`src/rtl/load_store_unit.sv`:
```
// load_store_unit: one-at-a-time load/store sequencer for a word-only data
// memory (combinational read, synchronous write). It handles byte and
// halfword access with sub-word read-modify-write, and it aligns and extends
// load data. Misaligned or illegal requests are answered with an error and
// never reach memory.
module load_store_unit (
  input  logic        clk,
  input  logic        rst,
  input  logic        req_valid,
  output logic        req_ready,
  input  logic        req_write,
  input  logic [2:0]  req_funct3,
  input  logic [31:0] req_addr,
  input  logic [31:0] req_wdata,
  output logic        resp_valid,
  output logic [31:0] resp_rdata,
  output logic        resp_err,
  output logic        memRead,
  output logic        memWrite,
  output logic [31:0] addr,
  output logic [31:0] wdata,
  input  logic [31:0] rdata
);

  typedef enum logic [2:0] {
    S_IDLE, S_LOAD, S_STW, S_RMW_RD, S_RMW_WR, S_ERR, S_RESP
  } state_t;

  state_t      state_q;
  logic [2:0]  a_funct3_q;
  logic [31:0] a_addr_q;
  logic [31:0] a_wdata_q;
  logic [31:0] m_q;           // old word captured for read-modify-write
  logic [31:0] r_q;           // staged response data, published in RESP
  logic        e_q;           // staged response error flag
  logic [31:0] wdata_q;       // last written word, held while not writing
  logic        resp_valid_q;
  logic        resp_err_q;
  logic [31:0] resp_rdata_q;
  logic [31:0] merged;

  // Access legality: alignment by size, and which funct3 codes each
  // direction supports (unsigned variants exist only for loads).
  function automatic logic legal(input logic w, input logic [2:0] f3,
                                 input logic [1:0] lo);
    case (f3)
      3'b000:  legal = 1'b1;
      3'b001:  legal = !lo[0];
      3'b010:  legal = (lo == 2'b00);
      3'b100:  legal = !w;
      3'b101:  legal = !w && !lo[0];
      default: legal = 1'b0;
    endcase
  endfunction

  // Pick the addressed lane out of a little-endian word and extend it.
  function automatic logic [31:0] ext(input logic [2:0] f3,
                                      input logic [1:0] lo,
                                      input logic [31:0] w);
    logic [7:0]  b;
    logic [15:0] h;
    case (lo)
      2'd0:    b = w[7:0];
      2'd1:    b = w[15:8];
      2'd2:    b = w[23:16];
      default: b = w[31:24];
    endcase
    h = lo[1] ? w[31:16] : w[15:0];
    case (f3[1:0])
      2'b00:   ext = {{24{b[7] & !f3[2]}}, b};
      2'b01:   ext = {{16{h[15] & !f3[2]}}, h};
      default: ext = w;
    endcase
  endfunction

  // Replace the target byte/halfword of the old word with store data.
  always_comb begin
    merged = m_q;
    if (a_funct3_q[0]) begin
      if (a_addr_q[1]) merged[31:16] = a_wdata_q[15:0];
      else             merged[15:0]  = a_wdata_q[15:0];
    end else begin
      case (a_addr_q[1:0])
        2'd0:    merged[7:0]   = a_wdata_q[7:0];
        2'd1:    merged[15:8]  = a_wdata_q[7:0];
        2'd2:    merged[23:16] = a_wdata_q[7:0];
        default: merged[31:24] = a_wdata_q[7:0];
      endcase
    end
  end

  // Request FSM with registered response outputs. Address/data are only
  // latched for legal requests so the memory port holds across ERR.
  always_ff @(posedge clk) begin
    if (rst) begin
      state_q      <= S_IDLE;
      a_funct3_q   <= '0;
      a_addr_q     <= '0;
      a_wdata_q    <= '0;
      m_q          <= '0;
      r_q          <= '0;
      e_q          <= 1'b0;
      wdata_q      <= '0;
      resp_valid_q <= 1'b0;
      resp_err_q   <= 1'b0;
      resp_rdata_q <= '0;
    end else begin
      resp_valid_q <= 1'b0;
      case (state_q)
        S_IDLE: if (req_valid) begin
          a_funct3_q <= req_funct3;
          if (!legal(req_write, req_funct3, req_addr[1:0])) begin
            state_q <= S_ERR;
          end else begin
            a_addr_q  <= req_addr;
            a_wdata_q <= req_wdata;
            if (!req_write)               state_q <= S_LOAD;
            else if (req_funct3 == 3'b010) state_q <= S_STW;
            else                           state_q <= S_RMW_RD;
          end
        end
        S_LOAD: begin
          r_q     <= ext(a_funct3_q, a_addr_q[1:0], rdata);
          e_q     <= 1'b0;
          state_q <= S_RESP;
        end
        S_STW: begin
          wdata_q <= a_wdata_q;
          r_q     <= '0;
          e_q     <= 1'b0;
          state_q <= S_RESP;
        end
        S_RMW_RD: begin
          m_q     <= rdata;
          state_q <= S_RMW_WR;
        end
        S_RMW_WR: begin
          wdata_q <= merged;
          r_q     <= '0;
          e_q     <= 1'b0;
          state_q <= S_RESP;
        end
        S_ERR: begin
          r_q     <= '0;
          e_q     <= 1'b1;
          state_q <= S_RESP;
        end
        S_RESP: begin
          resp_valid_q <= 1'b1;
          resp_rdata_q <= r_q;
          resp_err_q   <= e_q;
          state_q      <= S_IDLE;
        end
        default: state_q <= S_IDLE;
      endcase
    end
  end

  // Memory port decoded from state only; rst kills strobes at once so an
  // abort never lets a pending write land.
  always_comb begin
    memRead  = !rst && (state_q == S_LOAD || state_q == S_RMW_RD);
    memWrite = !rst && (state_q == S_STW  || state_q == S_RMW_WR);
    addr     = {a_addr_q[31:2], 2'b00};
    case (state_q)
      S_STW:    wdata = a_wdata_q;
      S_RMW_WR: wdata = merged;
      default:  wdata = wdata_q;
    endcase
  end

  assign req_ready  = (state_q == S_IDLE) && !rst;
  assign resp_valid = resp_valid_q;
  assign resp_rdata = resp_rdata_q;
  assign resp_err   = resp_err_q;

endmodule

```
`config.mk`:
```
export PLATFORM = sky130hd
export DESIGN_NAME = load_store_unit
export DESIGN_NICKNAME = d
export VERILOG_FILES = /design/src/rtl/load_store_unit.sv
export SDC_FILE = /design/constraint.sdc
export NUM_CORES = 1
export LEC_CHECK = 0
export CORE_MARGIN = 2
export CORE_UTILIZATION = 30
export CTS_BUF_LIST = sky130_fd_sc_hd__clkbuf_4
export CTS_CLUSTER_SIZE = 8
export DETAILED_ROUTE_END_ITERATION = 10
export HOLD_SLACK_MARGIN = 0.06
export PLACE_DENSITY_LB_ADDON = 0.05
export SETUP_SLACK_MARGIN = 0.4
export SLEW_MARGIN = 25
export SYNTH_ARGS = -nofsm -noshare
export SYNTH_HDL_FRONTEND = slang
export SYNTH_SLANG_ARGS = --single-unit
```
`constraint.sdc`:
```
create_clock -name clk -period 2.13 [get_ports clk]
set_input_delay 0.3195 -clock clk [delete_from_list [all_inputs] [get_ports clk]]
set_output_delay 0.3195 -clock clk [all_outputs]
set_load 0.02 [all_outputs]
```
==> results.json <==
{
  "rows": 63,
  "cts_tree": "built",
  "dr.pass1.iters": 5,
  "outcome": "complete, but fails checks",
  "clock_latency_ns": 0.71,
  "avgViaCountPerCell": 5.02,
  "path_delay_family": "compound AO/OA/AOI/OAI gates",
  "final_common_cell": "dfxtp_1",
  "setup.worst_path.end_class": "output port",
  "core_area_sq_um": 29600,
  "setup_viol": 102,
  "report.final.slew_viol_count": 0,
  "synthToLayoutAreaGrowth_pct": 79.7,
  "p_per_area_nw_per_um2": 685,
  "ys_async_sr_fraction_pct": 0,
  "die_w_um": 177,
  "hp-class": "input port to flop",
  "leakagePower_nw": 6.38,
  "critPathLaunchType": "flop",
  "syn_inst": 1118,
  "antenna_found_initial": 1,
  "rsz0062_at_grt": "true",
  "fin_setup_tns_ns": -24.08,
  "die_h_um": 177,
  "drcViolationCount": 0,
  "clockBufferDepth": 3,
  "crit_buf_inv": 2,
  "vias": 9541,
  "cts_made_buffers": 59,
  "ys_seq_area_share_pct": 44.7,
  "clock-sinks": 201,
  "grt_overflow_total": 0,
  "port_buffers": 201,
  "yosysWarnings": 0,
  "fmax_mhz": 389,
  "mostFrequentLayoutCells": "dfxtp_1 (195), nand2_1 (168), clkdlybuf4s50_1 (101), a21oi_2 (100), buf_4 (93)",
  "finalCritPeriodShare_pct": 121,
  "critPathSlowestCell": "dfxtp_4",
  "finClkSkew_ns": 0.0559,
  "clk_pin_slew_ns": 0.07,
  "fin_crit_ns": 2.57,
  "ys_types": 52,
  "cap_violations": 0,
  "slew_headroom_pct": 38.1,
  "cpPeakStageDelay_ns": 0.41,
  "ant_nets": 0,
  "netlist_area_sq_um": 9010,
  "initial_utilization_pct": 30.4,
  "grt_first_pass_wirelength_um": 51500,
  "avgSynthCellArea_sq_um": 8.06,
  "ir_drop_v": 0.000346,
  "grt_use_total_pct": 21.2,
  "die_area_sq_um": 31400,
  "wl_um": 38400,
  "gp_congestion": 0.809,
  "ys_ff_latch": 201,
  "first_iter_violations": 491,
  "ioPinCount": 204,
  "ctsHtreeMaxLevel": 2,
  "path_class": "flop to output port",
  "violations": "negative setup slack",
  "hpwl_um": 22400,
  "wire_per_inst_um": 20.2,
  "tightestPinTransition_ns": 0.928,
  "ys.flop_type": "dfxtp_1",
  "cp.required_ns": 1.81,
  "final_layout_size_suffix_gt1_share_pct": 47.1,
  "hold_viol_final": 0,
  "grt_pass1_vias": 8837,
  "dpl.cell_count": 1683,
  "layout.cells.non_filler": 1899,
  "worstPathArrival_ns": 2.25,
  "synth_edf_count": 0,
  "root_buffer": "clkbuf_4",
  "nets": 1561,
  "finalWorstSetupSlack_ns": -0.439,
  "worstPathMaxFanout": 8,
  "crit_chain": "nor3b_4 -> o21a_1 -> buf_12 -> a22o_1 -> a21o_1 -> buf_6",
  "grt_max_degree": 57
}
-- registers in the layout, indices dropped and copies added (netlist names) --
signal / cells
m_q: 32
e_q: 1
resp_rdata: 32
resp_valid: 1
a_addr_q: 32
r_q: 32
wdata_q: 32
a_wdata_q: 32
state_q: 3
resp_err: 1
a_funct3_q: 3
-- final timing paths --
check                   from             end  slack [ns]  depth (start not counted)
hold / removal           rst   a_wdata_q[16]        0.15                          3
setup reg to reg  state_q[1]   a_wdata_q[31]       -0.24                         12
setup / recovery  state_q[2]        wdata[0]       -0.44                          6
hold reg to reg      r_q[24]  resp_rdata[24]        0.45                          2
-- layer usage --
metal	track usage, %	vias up	wire (um)
met4	7.04	0	962
met2	33.6	289	17500
li1	-	4582	-
met3	3.79	63	2020
met1	29.1	4607	18000
met5	0	-	0
-- worst min-delay path: stages --
cell and delay (ns):
buf_6 0.14, buf_4 0.24, a21oi_2 0.12
-- per-stage QoR --
stage / instance area, sq um / power (mW) / utilization (%) / setup slack [ns] / hold slack [ns]
2_1_floorplan: 9150 / 5.15 / - / 0.340 / 0.425
3_3_place_gp: 11800 / 6.15 / 40.0 / -0.159 / 0.437
3_5_place_dp: 11800 / 6.15 / 40.0 / -0.163 / 0.445
4_1_cts: 13800 / 10.5 / 46.5 / -0.445 / 0.0791
5_1_grt: 16200 / 11.6 / 54.6 / -0.551 / 0.131
6_report: 16200 / 11.1 / 54.6 / -0.439 / 0.154
-- cell usage after synthesis, types with 3 or more instances --
cell         n  area share [%]
or3_1        3            0.21
or3b_2       8            0.78
or2b_1       3            0.25
and2_1       9            0.62
nor2b_1     25             1.7
o31ai_1     16             1.3
o21ai_0     24             1.3
buf_6        9             1.1
a22oi_1     16             1.3
o2bb2ai_1    8            0.78
a211oi_1     8            0.67
nor3_1       9            0.50
buf_4       34             2.8
nand2b_1    10            0.69
a221o_1     14             1.6
o221ai_1     8            0.78
and3_1      11            0.76
a21o_1      18             1.5
inv_1       11            0.46
mux2i_1     31             3.4
o22ai_1     16             1.1
o21a_1       3            0.25
a21oi_1    157             8.7
a22o_1      25             2.4
clkbuf_1    53             2.2
buf_2       18             1.0
a221oi_1     5            0.49
buf_1        6            0.25
dfxtp_1    201              45
nor2_1      16            0.67
nand2_1    318              13
-- area by class of cell --
| class | instances | area (sq um) |
|---|---|---|
| Antenna cell | 1 | 2.50 |
| Clock buffer | 92 | 691 |
| Clock inverter | 19 | 71.3 |
| Fill cell | 2753 | 13500 |
| Inverter | 13 | 68.8 |
| Multi-Input combinational cell | 786 | 6330 |
| Sequential cell | 201 | 4040 |
| Tap cell | 390 | 488 |
| Timing Repair Buffer | 396 | 4490 |
| Timing Repair inverter | 1 | 7.51 |
-- timing repair --
action,CTS,global route
resized for setup,439,450
hold buffers,1,0
endpoints found under the hold margin,12,0
gates cloned,14,25
setup endpoints to repair,197,238
buffers inserted,36,28
pin swaps,47,182
-- where the power goes --
group	internal, mW	switching, mW
Clock	1.95	1.74
Combinational	1.68	1.66
Sequential	3.91	0.139
-- logic make-up after synthesis --
logic type | Yosys count | share of synthesized area, %
other | 1 | 0.0416
buffers and inverters | 134 | 8.01
DFF | 201 | 44.7
muxes | 33 | 3.69
and+or+nand+nor | 421 | 20.4
AOI/OAI and AO/OA | 328 | 23.2
Power figures use the tool's default switching activity.
